[src/rtl/io_ccff_loader.sv]
// io_ccff_loader
// Loads the I/O tile configuration chain from a host word stream. Each word
// is serialised LSB first onto ccff_head, one ccff_en pulse per bit. An
// optional verify pass loops ccff_tail back into ccff_head for CHAIN_LEN
// shifts. This leaves the chain contents unchanged. The pass also compares a
// CRC-8 of the written bits with a CRC-8 of the bits read back.
//
// Ports
//   prog_clk    configuration clock (block and chain)
//   prog_rst_n  synchronous active-low reset
//   start       one-cycle load request, honoured in IDLE only
//   verify_en   sampled with start; 1 adds the verify pass
//   in_valid    host word valid
//   in_ready    block can accept a word
//   in_data     bitstream word, shifted LSB first
//   ccff_head   serial bit to the chain
//   ccff_en     chain shift enable (gates prog_clk to the chain)
//   ccff_tail   chain output, last flop
//   busy        high in LOAD and VERIFY
//   done        one-cycle completion pulse
//   pass        verify result, held until the next start
module io_ccff_loader #(
  parameter int CHAIN_LEN = 6,
  parameter int WORD_W    = 8
) (
  input  logic              prog_clk,
  input  logic              prog_rst_n,
  input  logic              start,
  input  logic              verify_en,
  input  logic              in_valid,
  output logic              in_ready,
  input  logic [WORD_W-1:0] in_data,
  output logic              ccff_head,
  output logic              ccff_en,
  input  logic              ccff_tail,
  output logic              busy,
  output logic              done,
  output logic              pass
);

  localparam int N_WORDS   = (CHAIN_LEN + WORD_W - 1) / WORD_W;
  localparam int BIT_W     = $clog2(CHAIN_LEN + 1);
  localparam int BUF_CNT_W = $clog2(WORD_W + 1);
  localparam int WCNT_W    = $clog2(N_WORDS + 1);

  typedef enum logic [1:0] {
    S_IDLE,
    S_LOAD,
    S_VERIFY,
    S_DONE
  } state_t;

  state_t               state, state_d;
  logic                 verify_q;
  logic [WORD_W-1:0]    shift_q;
  logic [BUF_CNT_W-1:0] buf_cnt;
  logic [BIT_W-1:0]     bit_cnt;
  logic [WCNT_W-1:0]    word_cnt;
  logic [7:0]           crc_wr, crc_rd, crc_rd_d;
  logic                 pass_q;

  logic                 buf_empty;
  logic                 last_bit;
  logic                 accept;
  logic [BUF_CNT_W-1:0] load_cnt;
  int                   remaining;

  // Serial CRC-8, polynomial x^8+x^2+x+1 (0x07).
  function automatic logic [7:0] crc8_step(input logic [7:0] crc, input logic b);
    logic fb;
    fb = crc[7] ^ b;
    return {crc[6:0], 1'b0} ^ (fb ? 8'h07 : 8'h00);
  endfunction

  assign buf_empty = (buf_cnt == '0);
  assign last_bit  = (bit_cnt == BIT_W'(CHAIN_LEN - 1));
  assign in_ready  = (state == S_LOAD) && buf_empty && (word_cnt < WCNT_W'(N_WORDS));
  assign accept    = in_valid && in_ready;
  assign ccff_en   = ((state == S_LOAD) && !buf_empty) || (state == S_VERIFY);
  assign busy      = (state == S_LOAD) || (state == S_VERIFY);
  assign done      = (state == S_DONE);
  assign pass      = pass_q;
  assign crc_rd_d  = crc8_step(crc_rd, ccff_tail);

  // The buffer is empty whenever a word is accepted. All bits taken so far have
  // already been shifted out. The bits still to load are CHAIN_LEN - bit_cnt.
  // Only that many bits of the last word are shifted out. Its upper bits are
  // never driven.
  always_comb begin
    remaining = CHAIN_LEN - int'(bit_cnt);
    load_cnt  = (remaining < WORD_W) ? BUF_CNT_W'(remaining) : BUF_CNT_W'(WORD_W);
  end

  // NOTE: every signal written in an always_comb gets a default first, so no
  // path through the case leaves it unassigned and no latch is inferred.
  always_comb begin
    state_d   = state;
    ccff_head = 1'b0;
    case (state)
      S_IDLE:   if (start) state_d = S_LOAD;
      S_LOAD: begin
        ccff_head = shift_q[0] & !buf_empty;
        if (ccff_en && last_bit) state_d = verify_q ? S_VERIFY : S_DONE;
      end
      S_VERIFY: begin
        // Loopback keeps the chain contents intact across the read-back.
        ccff_head = ccff_tail;
        if (last_bit) state_d = S_DONE;
      end
      S_DONE:   state_d = S_IDLE;
      default:  state_d = S_IDLE;
    endcase
  end

  // NOTE: sequential state uses non-blocking assignments only. Every register
  // then samples values from before the edge, whatever order the statements
  // appear in.
  always_ff @(posedge prog_clk) begin
    if (!prog_rst_n) begin
      state    <= S_IDLE;
      verify_q <= 1'b0;
      shift_q  <= '0;
      buf_cnt  <= '0;
      bit_cnt  <= '0;
      word_cnt <= '0;
      crc_wr   <= 8'h00;
      crc_rd   <= 8'h00;
      pass_q   <= 1'b0;
    end else begin
      state <= state_d;
      case (state)
        S_IDLE: begin
          if (start) begin
            verify_q <= verify_en;
            buf_cnt  <= '0;
            bit_cnt  <= '0;
            word_cnt <= '0;
            crc_wr   <= 8'h00;
            crc_rd   <= 8'h00;
            pass_q   <= 1'b0;
          end
        end
        S_LOAD: begin
          if (accept) begin
            shift_q  <= in_data;
            buf_cnt  <= load_cnt;
            word_cnt <= word_cnt + 1'b1;
          end else if (!buf_empty) begin
            shift_q <= shift_q >> 1;
            buf_cnt <= buf_cnt - 1'b1;
            crc_wr  <= crc8_step(crc_wr, shift_q[0]);
            // bit_cnt is reused as the VERIFY shift counter, so it restarts
            // from zero once the last bit has been written.
            if (last_bit) begin
              bit_cnt <= '0;
              if (!verify_q) pass_q <= 1'b1;
            end else begin
              bit_cnt <= bit_cnt + 1'b1;
            end
          end
        end
        S_VERIFY: begin
          crc_rd <= crc_rd_d;
          if (last_bit) begin
            bit_cnt <= '0;
            // The comparison includes the final sampled tail bit.
            pass_q  <= (crc_rd_d == crc_wr);
          end else begin
            bit_cnt <= bit_cnt + 1'b1;
          end
        end
        default: ;
      endcase
    end
  end

endmodule

[config.mk]
export PLATFORM = sky130hd
export DESIGN_NAME = io_ccff_loader
export DESIGN_NICKNAME = d
export VERILOG_FILES = /design/src/rtl/io_ccff_loader.sv
export SDC_FILE = /design/constraint.sdc
export NUM_CORES = 1
export LEC_CHECK = 0
export BUFFER_PORTS_ARGS = -buffer_cell sky130_fd_sc_hd__buf_4
export CAP_MARGIN = 20
export CORE_MARGIN = 8
export CORE_UTILIZATION = 25
export DETAILED_ROUTE_END_ITERATION = 8
export GPL_TIMING_DRIVEN = 0
export PLACE_DENSITY = 0.43
export SETUP_SLACK_MARGIN = 0.05
export SLEW_MARGIN = 5
export SYNTH_ARGS = -nofsm -noshare
export SYNTH_HDL_FRONTEND = slang
export SYNTH_SLANG_ARGS = --single-unit
[constraint.sdc]
create_clock -name prog_clk -period 4.45 [get_ports prog_clk]
set_clock_uncertainty 0.15 [all_clocks]
set_input_delay 0 -clock prog_clk [delete_from_list [all_inputs] [get_ports prog_clk]]
set_output_delay 0 -clock prog_clk [all_outputs]
set_load 0.01 [all_outputs]
# --- After elaboration in Yosys (flattened, before gate mapping) ---
# Index checks and enable logic that the tools add are counted.
word_totals:
  register_bits: 36
  latchBits: 0
  ram_bits: 0
  romBits: 0
  input_bits: 14
  output_inout_bits: 6
  elab_cells: 91
  memories: 0
classes:
  addsub: 4
  multipliers: 0
  div_mod_pow: 0
  magnitude_cmp: 2
  eq_ne: 15
  shifts: 0
  n_mux: 34
  bitwise_logic: 5
  reduce_logical: 22
ops:
  columns: ["operator", "count"]
  rows:
  - ["two-way mux 8 bit", 5]
  - ["case mux 8 bit (2 select lines)", 2]
  - ["two-way mux 3 bit", 6]
  - ["two-way mux 4 bit", 4]
  - ["XOR 8 x 3 -> 8 bit", 2]
  - ["inequality test 2 bit, second input constant", 7]
  - ["case mux 3 bit (3 select lines)", 1]
  - ["AND reduction 3 bit", 3]
  - ["== test 8 bit", 1]
  - ["two-way mux 1 bit", 8]
  - ["case mux 2 bit (4 select lines)", 1]
  - ["case mux 4 bit (2 select lines)", 1]
  - ["AND reduction 4 bit", 2]
  - ["AND reduction 7 bit", 1]
  - ["two-way mux 2 bit", 3]
  - ["AND reduction 2 bit", 3]
  - ["logical AND 1 bit", 5]
  - ["less-than comparator 4 x 5 -> 1 bit, second input constant", 1]
  - ["== test 2 bit, second input constant", 2]
  - ["logical NOT 4 bit", 1]
  - ["inequality test 2 x 1 -> 1 bit, second input constant", 2]
  - ["case mux 1 bit (2 select lines)", 2]
  - ["nonzero test 2 bit", 2]
  - ["subtractor 3 x 3 -> 4 bit, first input constant", 1]
  - ["other kinds (14)", 16]

# --- Logic depth before layout (Yosys ltp) ---
logic_depth:
  word_depth: 7
  mapped_depth: 8
  depth_no_buf: 6

# --- Least setup slack after synthesis ---
# Ideal clock, no wire load.
synth_path:
  path_type: "register to register"
  startpoint: "register state[1]"
  endpoint: "register buf_cnt[3]"
  arrival_ns: 1.599
  required_time_ns: 4.199
  slack_ns: 2.600
  stages_incl_launch_ff: 7
  period_less_slack_ns: 1.850
  path_cell_list: "dfxtp_1 inv_1 ha_1 nand4bb_4 nor2_1 mux2_1 o41ai_1"
synth_between:
  elab_chain_cells: 6
  elab_cells_between_ends: 11
  classes_between: "eq/ne (3); mux (2); reduce/logical (6)"
synth_rtl:
  columns: ["element", "line", "source"]
  rows:
  - ["start: declaration", "53", "state_t state, state_d;"]
  - ["start signal: assignment", "130", "state <= state_d;"]
  - ["== test 2 x 1 -> 1 bit", "77, 131", null]
  - ["logical AND 1 bit (2 in series)", "77", "assign in_ready = (state == S_LOAD) && buf_empty && (word_cnt < WCNT_W'(N_WORDS));"]
  - ["logical AND 1 bit", "78", "assign accept = in_valid && in_ready;"]
  - ["inequality test 3 bit (no source line) or two-way mux 4 bit (tied branches)", null, null]
  - ["AND reduction 3 bit (no source line) or case mux 4 bit (2 select lines) (tied branches)", null, null]
  - ["end signal: assignment", "146", "buf_cnt <= load_cnt;"]
  - ["end signal: assignment", "150", "buf_cnt <= buf_cnt - 1'b1;"]
  - ["end: declaration", "56", "logic [BUF_CNT_W-1:0] buf_cnt;"]
# Parallel ways exist; a longest one is shown, timed or not.
# A chain may end at the register's enable or synchronous reset.

# --- Final worst setup path ---
layout_path:
  startpoint: "register state[0]"
  endpoint: "register verify_q"
layout_between:
  elab_chain_cells: 2
layout_rtl:
  columns: ["element", "line", "source"]
  rows:
  - ["logical NOT 2 bit", "131", "case (state)"]
  - ["AND reduction 2 bit (no source line)", null, null]
  - ["end signal: assignment", "134", "verify_q <= verify_en;"]
  - ["end: declaration", "54", "logic verify_q;"]
# Every way passes these cells.

==> flow_metrics.env <==
export IMPL_outcome="complete, no violations"
export IMPL_cts_repair_resize_count=0
export IMPL_slew_limit_headroom_pct=62.02
export IMPL_place_ws_ns=2.332
export IMPL_busiest_layer="met2"
export IMPL_r2r_setup_slack_ns=2.04
export IMPL_synth_compound_area_share_pct=23.08
export IMPL_port_buffer_count=19
export IMPL_hold_buffers=14
export IMPL_worstPathCellList="inv_1 -> ha_1 -> buf_2 -> nand3_1 -> dlygate4sd3_1 -> a21oi_1 -> dlygate4sd3_1"
export IMPL_grt_pass1_wl_microns=8818
export IMPL_hold_violations=0
export IMPL_path_depth=7
export IMPL_startpoint="state[0]"
export IMPL_peakVddDrop_uv=245.1
export IMPL_reg2reg_depth=7
export IMPL_synth_top_family_by_area="compound AO/OA/AOI/OAI gates"
export IMPL_synth_fa_ha_area_share_pct=7.051
export IMPL_syn_instance_count=218
export IMPL_ant_nets=0
export IMPL_hp_class="in -> reg"
export IMPL_area_growth_pct=25.96
export IMPL_crit_end="verify_q"
export IMPL_use_met1_pct=12.53
export IMPL_drive_above_1_share_pct=15.50
export IMPL_tritoncts="yes"
export IMPL_numClockSinks=36
export IMPL_cp_required_ns=4.47
export IMPL_critPathTopFamily="buffers and inverters"
export IMPL_fin_setup_tns_ns=0
export IMPL_r2r_start="state[0]"
export IMPL_cp_common_cell="dlygate4sd3_1"
export IMPL_slowest_stage="dlygate4sd3_1"
export IMPL_synthFlopType="dfxtp_1"
export IMPL_clk_path_buf_depth=2
export IMPL_crit_type="reg -> reg"
export IMPL_gp_congestion=0.7147
export IMPL_place_area_sq_mm=0.002222
export IMPL_min_period_ns=2.414
export IMPL_cts_root_buf="clkbuf_8"
export IMPL_grt_max_degree=11
export IMPL_initial_core_util_pct=25.52
export IMPL_layout_setup_ws_ns=2.036
export IMPL_cap_violations=0
export IMPL_drtIter0Drc=97
export IMPL_core_sq_mm=0.007647
export IMPL_ys_seq_area_share_pct=36.92
export IMPL_synth_simple_area_share_pct=19.17
export IMPL_synth_xor_area_share_pct=6.731
export IMPL_ys_types=50
export IMPL_dieWidth_microns=104.4
export IMPL_synthMuxAreaShare_pct=2.692
export IMPL_drc=0
export IMPL_end_kind="register"
export IMPL_vias=1725
export IMPL_synth_nets=243
export IMPL_syn_area_per_cell_sq_um=8.954
export IMPL_clock_latency_ns=0.29
export IMPL_tightest_slew_ns=0.5659
export IMPL_die_h_microns=104.4
export IMPL_synth_seq_cells=36
export IMPL_r2r_end="verify_q"
export IMPL_grt_overflow=0
export IMPL_slowest_delay_ns=0.58
export IMPL_track_usage_pct=9.832
export IMPL_powerDensity_mw_per_mm2=534.1
export IMPL_worstSetupStartpointType="register"
export IMPL_clk_pin_slew_ns=0.08
export IMPL_setup_viol=0
export IMPL_cts_buffers=5
export IMPL_drt_total_wl_microns=5228
export IMPL_die_area_sq_mm=0.01089
export IMPL_viasPerCell=4.792
export IMPL_final_area_sq_mm=0.002459
export IMPL_synth_edf_count=0
export IMPL_met2_usage_pct=15.80
export IMPL_synthesis_area_sq_mm=0.001952
export IMPL_rsz0062_at_grt="no"
export IMPL_arrival_ns=2.44
export IMPL_dr_pass1_iters=4
export IMPL_post_cts_buffers=0
export IMPL_place_detailed_hpwl_microns=3781
export IMPL_critPathBufInv=4
export IMPL_post_drt_wl_per_cell_microns=14.52
export IMPL_final_nets=283
export IMPL_max_freq_mhz=414.2
export IMPL_pin_count=20
export IMPL_crit_fanout=9
export IMPL_async_flop_share_pct=0
export IMPL_power_leakage_uw=0.0009364
export IMPL_grt_util_met3_pct=2.169
export IMPL_min_period_over_period_pct=54.25
export IMPL_antennaDiodeCount=0
export IMPL_rows=32
export IMPL_ys_warnings_count=0
export IMPL_drv_slew=0
export IMPL_htree_levels=2
export IMPL_grt_pass1_vias=1791
export IMPL_antenna_found_initial=0
## per-layer routing
layer  wire, microns  vias to the layer above  share of wire, %
li1                -                      877                 -
met1            2550                      808                49
met2            2420                       32                46
met3             170                        8               3.3
met4              86                        0               1.6
met5               0                        -                 0
## through the flow
step | std cells | hold WS, ns | power [uW] | util (%)
6_report | 360 | 0.04019 | 1313 | 32.15
5_1_grt | 360 | 0.05702 | 1414 | 32.15
4_1_cts | 360 | 0.04527 | 1322 | 32.15
3_5_place_dp | 339 | 0.1117 | 1050 | 29.06
3_3_place_gp | 339 | 0.09300 | 1057 | 29.06
2_1_floorplan | 218 | -0.01454 | 863.3 | -
## registers in the layout (all words and copies together), names as in the netlist
name and count:
bit_cnt 3, buf_cnt 4, crc_rd 8, crc_wr 8
pass 1, shift_q 8, state 2, verify_q 1
word_cnt 1
## logic make-up (layout without fill, tap and decap cells)
kind of cell | after synthesis | count (layout)
AO/OA/AOI/OAI | 61 | 61
flip-flops | 36 | 36
adder cells (fa/ha/maj) | 11 | 11
XOR/XNOR | 15 | 15
buffers and inverters | 19 | 59
AND/OR/NAND/NOR | 71 | 71
multiplexers | 5 | 5
## power breakdown
group          internal (uW)  switching (uW)  leakage [uW]  total (uW)
registers                357            41.2      0.000291         399
logic                    265             394      0.000595         658
clock network            138             118     0.0000503         256
## worst min-delay path: cells and delay by family
family	cells	cell delay (ns)
AO/OA/AOI/OAI	1	0.15
AND/OR/NAND/NOR	1	0.06
buffers and inverters	1	0.09
XOR/XNOR	1	0.14
## how the worst min path moves through the flow
stage          startpoint          to  slack (ns)  depth (start not counted)
4_1_cts         ccff_tail   crc_rd[0]        0.05                          4
3_5_place_dp   in_data[7]  shift_q[7]        0.11                          3
6_report        ccff_tail   crc_rd[0]        0.04                          4
2_1_floorplan  prog_rst_n  buf_cnt[3]       -0.01                          2
3_3_place_gp   in_data[7]  shift_q[7]        0.09                          3
5_1_grt         ccff_tail   crc_rd[0]        0.06                          4
## cell type report
type,count,area [sq um]
buffer,9,47.55
fill,818,5189
tap,102,127.6
clock buffer,7,96.34
sequential,36,720.7
multi-input combinational,163,1146
timing repair buffer,33,282.8
inverter,10,37.54
## cells in the mapped netlist (2+ instances only)
library cell / count / area, sq um
clkbuf_1: 5 / 18.77
dfxtp_1: 36 / 720.7
nand2_1: 20 / 75.07
xnor2_1: 6 / 52.55
o21ai_0: 3 / 15.01
o21ai_1: 2 / 10.01
xor2_1: 9 / 78.83
nor2b_1: 3 / 18.77
buf_2: 2 / 10.01
nor3_1: 3 / 15.01
a22oi_1: 17 / 127.6
nand3_1: 7 / 35.03
nand4_1: 2 / 12.51
ha_1: 11 / 137.6
inv_1: 9 / 33.78
nand4b_1: 2 / 17.52
a21oi_1: 17 / 85.08
o221ai_1: 7 / 61.31
nor2_1: 22 / 82.58
mux2i_1: 3 / 30.03
nand2b_1: 3 / 18.77
## cell usage in the layout, fill, tap and decap left out, types with 9 or more instances in the layout
master and count:
dlygate4sd3_1 14, a22oi_1 17, a21oi_1 17, ha_1 11
nor2_1 22, inv_1 9, xor2_1 9, nand2_1 20
buf_4 20, dfxtp_1 36
Note: power is estimated with default switching activity, not from simulation.
